**config.mk**
```make
export PLATFORM = sky130hd
export DESIGN_NAME = tmr_err_monitor_flat
export DESIGN_NICKNAME = d
export VERILOG_FILES = /design/src/rtl/tmr_err_monitor_if.sv /design/src/rtl/tmr_err_monitor.sv /design/src/flat_wrapper.sv
export SDC_FILE = /design/constraint.sdc
export NUM_CORES = 1
export LEC_CHECK = 0
export CORE_AREA = 2 2 98 77
export DETAILED_ROUTE_END_ITERATION = 6
export DIE_AREA = 0 0 100 79
export PLACE_DENSITY = 0.66
export SETUP_SLACK_MARGIN = 0.05
export SYNTH_ARGS = -nofsm -noshare
export SYNTH_HDL_FRONTEND = slang
export SYNTH_SLANG_ARGS = --single-unit
export TNS_END_PERCENT = 20
```
**constraint.sdc**
```tcl
create_clock -name clk -period 2.95 [get_ports clk]
set_clock_uncertainty 0.15 [all_clocks]
set_input_delay 0.59 -clock clk [delete_from_list [all_inputs] [get_ports clk]]
set_output_delay 0.59 -clock clk [all_outputs]
set_load 0.05 [all_outputs]
```
**src/rtl/tmr_err_monitor_if.sv**
```systemverilog
// Signal bundle between the TMR voter array / software side and tmr_err_monitor.
// master drives the voter error lines, enable, threshold and clear request;
// slave (the monitor) returns the clear acknowledge and status fields.
interface tmr_err_monitor_if #(
    parameter int N_VOTERS  = 8,
    parameter int CNT_WIDTH = 16,
    parameter int IDX_WIDTH = 3
);
    logic [N_VOTERS-1:0]  err_i;
    logic                 enable_i;
    logic [CNT_WIDTH-1:0] thresh_i;
    logic                 clr_req_i;
    logic                 clr_ack_o;
    logic [N_VOTERS-1:0]  sticky_o;
    logic [CNT_WIDTH-1:0] err_cnt_o;
    logic                 cnt_sat_o;
    logic                 first_valid_o;
    logic [IDX_WIDTH-1:0] first_idx_o;
    logic                 irq_o;

    modport master (
        output err_i,
        output enable_i,
        output thresh_i,
        output clr_req_i,
        input  clr_ack_o,
        input  sticky_o,
        input  err_cnt_o,
        input  cnt_sat_o,
        input  first_valid_o,
        input  first_idx_o,
        input  irq_o
    );

    modport slave (
        input  err_i,
        input  enable_i,
        input  thresh_i,
        input  clr_req_i,
        output clr_ack_o,
        output sticky_o,
        output err_cnt_o,
        output cnt_sat_o,
        output first_valid_o,
        output first_idx_o,
        output irq_o
    );
endinterface

```
**src/rtl/tmr_err_monitor.sv**
```systemverilog
// TMR voter error monitor: sticky flags, saturating event counter,
// first-failing index and threshold IRQ, cleared by a 4-phase clr_req/clr_ack.
// Ports: clk, rst (async, active-high), bus (tmr_err_monitor_if.slave).
module tmr_err_monitor #(
    parameter int N_VOTERS  = 8,
    parameter int CNT_WIDTH = 16,
    parameter int IDX_WIDTH = 3
) (
    input  logic                 clk,
    input  logic                 rst,
    tmr_err_monitor_if.slave     bus
);

    typedef enum logic [1:0] {
        S_IDLE = 2'd0,
        S_CLR  = 2'd1,
        S_ACK  = 2'd2
    } state_t;

    localparam logic [CNT_WIDTH-1:0] CNT_MAX = '1;
    localparam logic [CNT_WIDTH-1:0] CNT_ONE = CNT_WIDTH'(1);

    state_t               r_state;
    state_t               w_state_nxt;

    logic [N_VOTERS-1:0]  r_err_q;
    logic [N_VOTERS-1:0]  r_err_d;
    logic [N_VOTERS-1:0]  w_rise;
    logic [N_VOTERS-1:0]  r_sticky;
    logic [CNT_WIDTH-1:0] r_cnt;
    logic [CNT_WIDTH-1:0] w_cnt_nxt;
    logic                 r_sat;
    logic                 r_fv;
    logic [IDX_WIDTH-1:0] r_fidx;
    logic [IDX_WIDTH-1:0] w_low_idx;
    logic                 r_irq;
    logic                 r_ack;
    logic                 w_upd;
    logic                 w_irq_hit;

    // Two-stage input register: err_q is the sampled level, err_d its
    // previous value, so an error held across reset release still rises.
    always_ff @(posedge clk or posedge rst) begin
        if (rst) begin
            r_err_q <= '0;
            r_err_d <= '0;
        end else begin
            r_err_q <= bus.err_i;
            r_err_d <= r_err_q;
        end
    end

    assign w_rise = r_err_q & ~r_err_d;
    assign w_upd  = bus.enable_i & (|w_rise) & (r_state != S_CLR);

    // Lowest set index: scan downwards so the last hit wins.
    always_comb begin
        w_low_idx = '0;
        for (int i = N_VOTERS - 1; i >= 0; i--) begin
            if (w_rise[i]) begin
                w_low_idx = IDX_WIDTH'(i);
            end
        end
    end

    assign w_cnt_nxt = (r_cnt == CNT_MAX) ? r_cnt : r_cnt + CNT_ONE;
    assign w_irq_hit = (bus.thresh_i != '0) && (w_cnt_nxt >= bus.thresh_i);

    // Clear handshake FSM
    always_ff @(posedge clk or posedge rst) begin
        if (rst) begin
            r_state <= S_IDLE;
        end else begin
            r_state <= w_state_nxt;
        end
    end

    always_comb begin
        w_state_nxt = r_state;
        unique case (r_state)
            S_IDLE: begin
                if (bus.clr_req_i) begin
                    w_state_nxt = S_CLR;
                end
            end
            S_CLR: begin
                w_state_nxt = S_ACK;
            end
            S_ACK: begin
                if (!bus.clr_req_i) begin
                    w_state_nxt = S_IDLE;
                end
            end
            default: begin
                w_state_nxt = S_IDLE;
            end
        endcase
    end

    // Registered ack so it rises exactly with the CLR->ACK edge.
    always_ff @(posedge clk or posedge rst) begin
        if (rst) begin
            r_ack <= 1'b0;
        end else begin
            r_ack <= (w_state_nxt == S_ACK);
        end
    end

    // Status registers. The CLR cycle both clears and drops any event
    // arriving in it, so clear always wins.
    always_ff @(posedge clk or posedge rst) begin
        if (rst) begin
            r_sticky <= '0;
            r_cnt    <= '0;
            r_sat    <= 1'b0;
            r_fv     <= 1'b0;
            r_fidx   <= '0;
            r_irq    <= 1'b0;
        end else if (r_state == S_CLR) begin
            r_sticky <= '0;
            r_cnt    <= '0;
            r_sat    <= 1'b0;
            r_fv     <= 1'b0;
            r_fidx   <= '0;
            r_irq    <= 1'b0;
        end else begin
            if (bus.enable_i) begin
                r_sticky <= r_sticky | r_err_q;
            end
            if (w_upd) begin
                r_cnt <= w_cnt_nxt;
                r_sat <= (w_cnt_nxt == CNT_MAX);
                if (w_irq_hit) begin
                    r_irq <= 1'b1;
                end
                if (!r_fv) begin
                    r_fv   <= 1'b1;
                    r_fidx <= w_low_idx;
                end
            end
        end
    end

    assign bus.clr_ack_o     = r_ack;
    assign bus.sticky_o      = r_sticky;
    assign bus.err_cnt_o     = r_cnt;
    assign bus.cnt_sat_o     = r_sat;
    assign bus.first_valid_o = r_fv;
    assign bus.first_idx_o   = r_fidx;
    assign bus.irq_o         = r_irq;

endmodule

```
**src/flat_wrapper.sv**
```systemverilog
// flat-port wrapper written by rule: the top's interface ports become plain ports
module tmr_err_monitor_flat 
#(
    parameter int N_VOTERS  = 8,
    parameter int CNT_WIDTH = 16,
    parameter int IDX_WIDTH = 3
)
  (clk, rst, bus_err_i, bus_enable_i, bus_thresh_i, bus_clr_req_i, bus_clr_ack_o, bus_sticky_o, bus_err_cnt_o, bus_cnt_sat_o, bus_first_valid_o, bus_first_idx_o, bus_irq_o);
  tmr_err_monitor_if #(.N_VOTERS(N_VOTERS), .CNT_WIDTH(CNT_WIDTH), .IDX_WIDTH(IDX_WIDTH)) bus_i ();
  input  logic clk;
  input  logic rst;
  input wire logic [$bits(bus_i.err_i)-1:0] bus_err_i;
  input wire logic [$bits(bus_i.enable_i)-1:0] bus_enable_i;
  input wire logic [$bits(bus_i.thresh_i)-1:0] bus_thresh_i;
  input wire logic [$bits(bus_i.clr_req_i)-1:0] bus_clr_req_i;
  output wire logic [$bits(bus_i.clr_ack_o)-1:0] bus_clr_ack_o;
  output wire logic [$bits(bus_i.sticky_o)-1:0] bus_sticky_o;
  output wire logic [$bits(bus_i.err_cnt_o)-1:0] bus_err_cnt_o;
  output wire logic [$bits(bus_i.cnt_sat_o)-1:0] bus_cnt_sat_o;
  output wire logic [$bits(bus_i.first_valid_o)-1:0] bus_first_valid_o;
  output wire logic [$bits(bus_i.first_idx_o)-1:0] bus_first_idx_o;
  output wire logic [$bits(bus_i.irq_o)-1:0] bus_irq_o;
  assign bus_i.err_i = bus_err_i;
  assign bus_i.enable_i = bus_enable_i;
  assign bus_i.thresh_i = bus_thresh_i;
  assign bus_i.clr_req_i = bus_clr_req_i;
  assign bus_clr_ack_o = bus_i.clr_ack_o;
  assign bus_sticky_o = bus_i.sticky_o;
  assign bus_err_cnt_o = bus_i.err_cnt_o;
  assign bus_cnt_sat_o = bus_i.cnt_sat_o;
  assign bus_first_valid_o = bus_i.first_valid_o;
  assign bus_first_idx_o = bus_i.first_idx_o;
  assign bus_irq_o = bus_i.irq_o;
  tmr_err_monitor #(.N_VOTERS(N_VOTERS), .CNT_WIDTH(CNT_WIDTH), .IDX_WIDTH(IDX_WIDTH)) u_core (.clk(clk), .rst(rst), .bus(bus_i));
endmodule
```
==> results of run 1 <==
[per-stage QoR]
step / util / hold slack, ns
2_1_floorplan: - / 0.217
5_1_grt: 0.522 / 0.268
4_1_cts: 0.516 / 0.261
6_report: 0.522 / 0.254
3_3_place_gp: 0.498 / 0.232
3_5_place_dp: 0.498 / 0.238
[cells by family (layout without fill, tap and decap cells)]
family / after synthesis / after routing / share of synthesized area
adders and majority gates: 17 / 17 / 0.0787
AOI/OAI and AO/OA: 70 / 70 / 0.170
muxes: 4 / 4 / 0.0171
and+or+nand+nor: 104 / 104 / 0.205
buffers and inverters: 36 / 108 / 0.0528
DFF: 49 / 49 / 0.454
xor gates and xnor gates: 7 / 7 / 0.0227
[worst paths after layout]
kind / cells past startpoint / slack [ns] / from / end
setup / recovery: 12 / 0.20 / u_core.bus.err_cnt_o[1] / u_core.bus.irq_o
hold / removal: 0 / 0.25 / u_core.r_err_q[1] / u_core.r_err_d[1]
setup reg to reg: 12 / 0.20 / u_core.bus.err_cnt_o[1] / u_core.bus.irq_o
hold reg to reg: 0 / 0.25 / u_core.r_err_q[1] / u_core.r_err_d[1]
max in group asynchronous: 3 / 1.60 / rst / u_core.bus.err_cnt_o[3]
min in group asynchronous: 3 / 0.60 / rst / u_core.bus.irq_o
[synthesized netlist by cell type (3+ instances only)]
| master | n |
|---|---|
| a21oi_1 | 24 |
| ha_1 | 17 |
| xnor2_1 | 5 |
| dfrtp_1 | 49 |
| buf_2 | 3 |
| a31oi_1 | 6 |
| nor2_1 | 20 |
| nor2b_1 | 10 |
| inv_1 | 23 |
| nor4_1 | 6 |
| o21ai_0 | 11 |
| a211oi_1 | 4 |
| o31ai_1 | 4 |
| a22o_1 | 3 |
| and2_1 | 5 |
| a21o_1 | 7 |
| and3_1 | 4 |
| nor3_1 | 3 |
| nand4_1 | 5 |
| nand2b_1 | 6 |
| nand2_1 | 24 |
| clkbuf_1 | 8 |
| and4_1 | 4 |
| nand3_1 | 11 |
[worst max-delay path, delay by kind of cell (launching register included)]
kind | cells | cell delay [ns]
adder cells (fa/ha/maj) | 2 | 0.48
AO/OA/AOI/OAI | 6 | 0.98
XOR/XNOR | 1 | 0.16
flip-flops | 1 | 0.43
AND/OR/NAND/NOR | 3 | 0.45
[area by class of cell]
type                       instances  area, um^2
fill                             666        3360
multi-input combinational        202        1390
sequential                        49        1240
timing repair buffer              77         723
tap                               87         109
inverter                          23        86.3
clock buffer                       5        68.8
clock inverter                     3        47.5
[timing repair]
action,in CTS,in global routing
resized for setup,2,4
setup endpoints to repair,1,1
buffers inserted,1,3
pin swaps,0,2
[power groups by stage]
stage | logic [W] | registers (W) | clock network, W
floorplan | 0.000424 | 0.00132 | 0
global placement | 0.00123 | 0.000935 | 0
detailed placement | 0.00124 | 0.000938 | 0
CTS | 0.00127 | 0.000926 | 0.000526
global route | 0.00136 | 0.000948 | 0.000560
finish | 0.00127 | 0.000923 | 0.000513
[sequential cells by signal, indices dropped and copies added (netlist names), 2 cells and up]
signal                  flops
u_core.bus.err_cnt_o       16
u_core.bus.first_idx_o      3
u_core.bus.sticky_o         8
u_core.r_err_d              8
u_core.r_err_q              8
u_core.r_state              2
[layer usage]
layer  up-vias  wire length (um)  track usage
met3        10               463       0.0326
met5         -                 0            0
met1      1101              3290        0.272
li1       1154                 -            -
met4         0               119       0.0630
met2        79              3070        0.269
==> out/results.txt, run 1 <==
Least setup slack across all paths after layout: 0.199 ns
Crit end category: flop
Die area: 7900 um^2
Most numerous cell on the critical path: a21o_1
Portion of the post-synthesis area used by sequential elements: 0.454
Detailed placer's ending HPWL: 5150 um
Number of I/O pins: 59
Die Ht: 79 um
Final weighted congestion in routability-driven placement: 0.896
Cell type contributing the most total cell area after synthesis: dfrtp_1
Fin. max-slew vios: 0
Hold buffer count at cts: 0
Register clock-pin slew on the reported worst setup and hold paths: 0.11 ns
Post-synthesis instance total: 287
DR vias: 2344
Register bit count reported by yosys: 49
Worst ir drop on vdd: 464 uV
Delay of the slowest cell on the worst path: 0.43 ns
Fraction of final layout cells with drive strength greater than 1: 0.153
Kind of start point of the critical path: flop
Power density of the placed cells: 738 nW/um^2
Largest net degree at the start of global routing: 50
Average wire per standard cell: 15.6 um
Cell Count, Final, Fillers Out: 446
CTS tree: yes
Initial core utilization: 0.385
Area of the mapped netlist: 2700 um^2
Worst setup path class: reg2reg
Top-area cell type share of the netlist area: 0.454
Worst Path Arrival: 2.81 ns
Layout Area Growth over Synthesis: 35.7%
Cell Int Power: 0.00154 W
Max Freq: 364 MHz
Largest driver fanout on the critical path: 10
Min-Delay Path Class: reg2reg
Per-cell via count in the routed design: 5.26
Sw frac: 0.433
Worst-path cell with the longest stage delay: dfrtp_2
Dominant cells by area after synthesis: dfrtp_1 (45%), ha_1 (7.9%), a21oi_1 (4.4%), nand2_1 (3.3%), inv_1 (3.2%)
Final clock period utilization by the worst path: 0.932
Worst slew pin tran: 0.613 ns
Count of inserted antenna diode cells: 0
Setup slack after placement: 0.0194 ns
Worst slew margin: 0.591
Setup repair after global routing missed its margin: false
Drt first-iter violations: 96
Core region area: 7030 um^2
Cell row count: 27
Primary flip-flop cell chosen by synthesis mapping: dfrtp_1
Worst-Skew Late Latency: 0.32 ns
Placement-stage cell area: 3500 um^2
Final Hold Violating Endpoints: 0
Clk buf depth: 2
# nets final: 403
Outcome: completed
Crit path time final: 2.75 ns
Antenna violations before repair: 0
Clock network power share: 0.189
Vias in the first global route: 2244
Mean post-synth cell area: 9.42 um^2
Clock root buffer master: clkbuf_8
Total wirelength of the detailed-routed design: 6940 um
Count of unique library cells instantiated by Yosys: 45
Cell-by-cell listing of the critical path: ha_4 > and3_4 > nand4_1 > o211a_1 > xor2_2 > ha_1 > a21o_1 > a21o_1 > a211oi_2 > o211ai_1 > nand2_1 > a211oi_1
First-pass iteration count of the detailed router: 4
Port-buffer cells: 58
Sum of internal, switching and leakage power: 0.00271 W
Sum of overflow across all layers after global routing: 0
Total net switching power: 0.00117 W
Area of all placed cells without fillers: 3670 um^2
Count of antenna-violating nets left after detailed routing: 0
Residual DRC: 0
Most common cell after layout, fill and taps aside: clkdlybuf4s50_1
Post-Syn Nets: 332
Required arrival time at the worst endpoint: 3.01 ns
Flop pwr share: 0.341
Portion of total power attributed to combinational logic: 0.470
GRT Util Overall: 0.183
Number of warnings issued by yosys: 0
Post-synthesis async set-or-reset flop share: 1.00
Horizontal extent of the die: 100 um
EDFF count, synth: 0
Max-cap violation count: 0
Summed negative setup slack over all endpoints: 0 ns
Clock sink count: 49
Static Leakage: 1.68 nW
Global-route wire length before repair: 11400 um
Placed Cells incl. Taps: 434
Total clock buffers created by CTS: 5
Finish-stage setup viols: 0
Most frequent cells in the layout: clkdlybuf4s50_1 (58), dfrtp_1 (37), a21oi_1 (24), nand2_1 (24), inv_1 (22)
H-Tree Depth: 2
Power figures use the tool's default switching activity.
==> run 2: changes to the inputs <==
- GPL_ROUTABILITY_DRIVEN: default -> 0
==> results of run 2 <==
No change in the layout: final DEF, timing and power equal those of run 1.
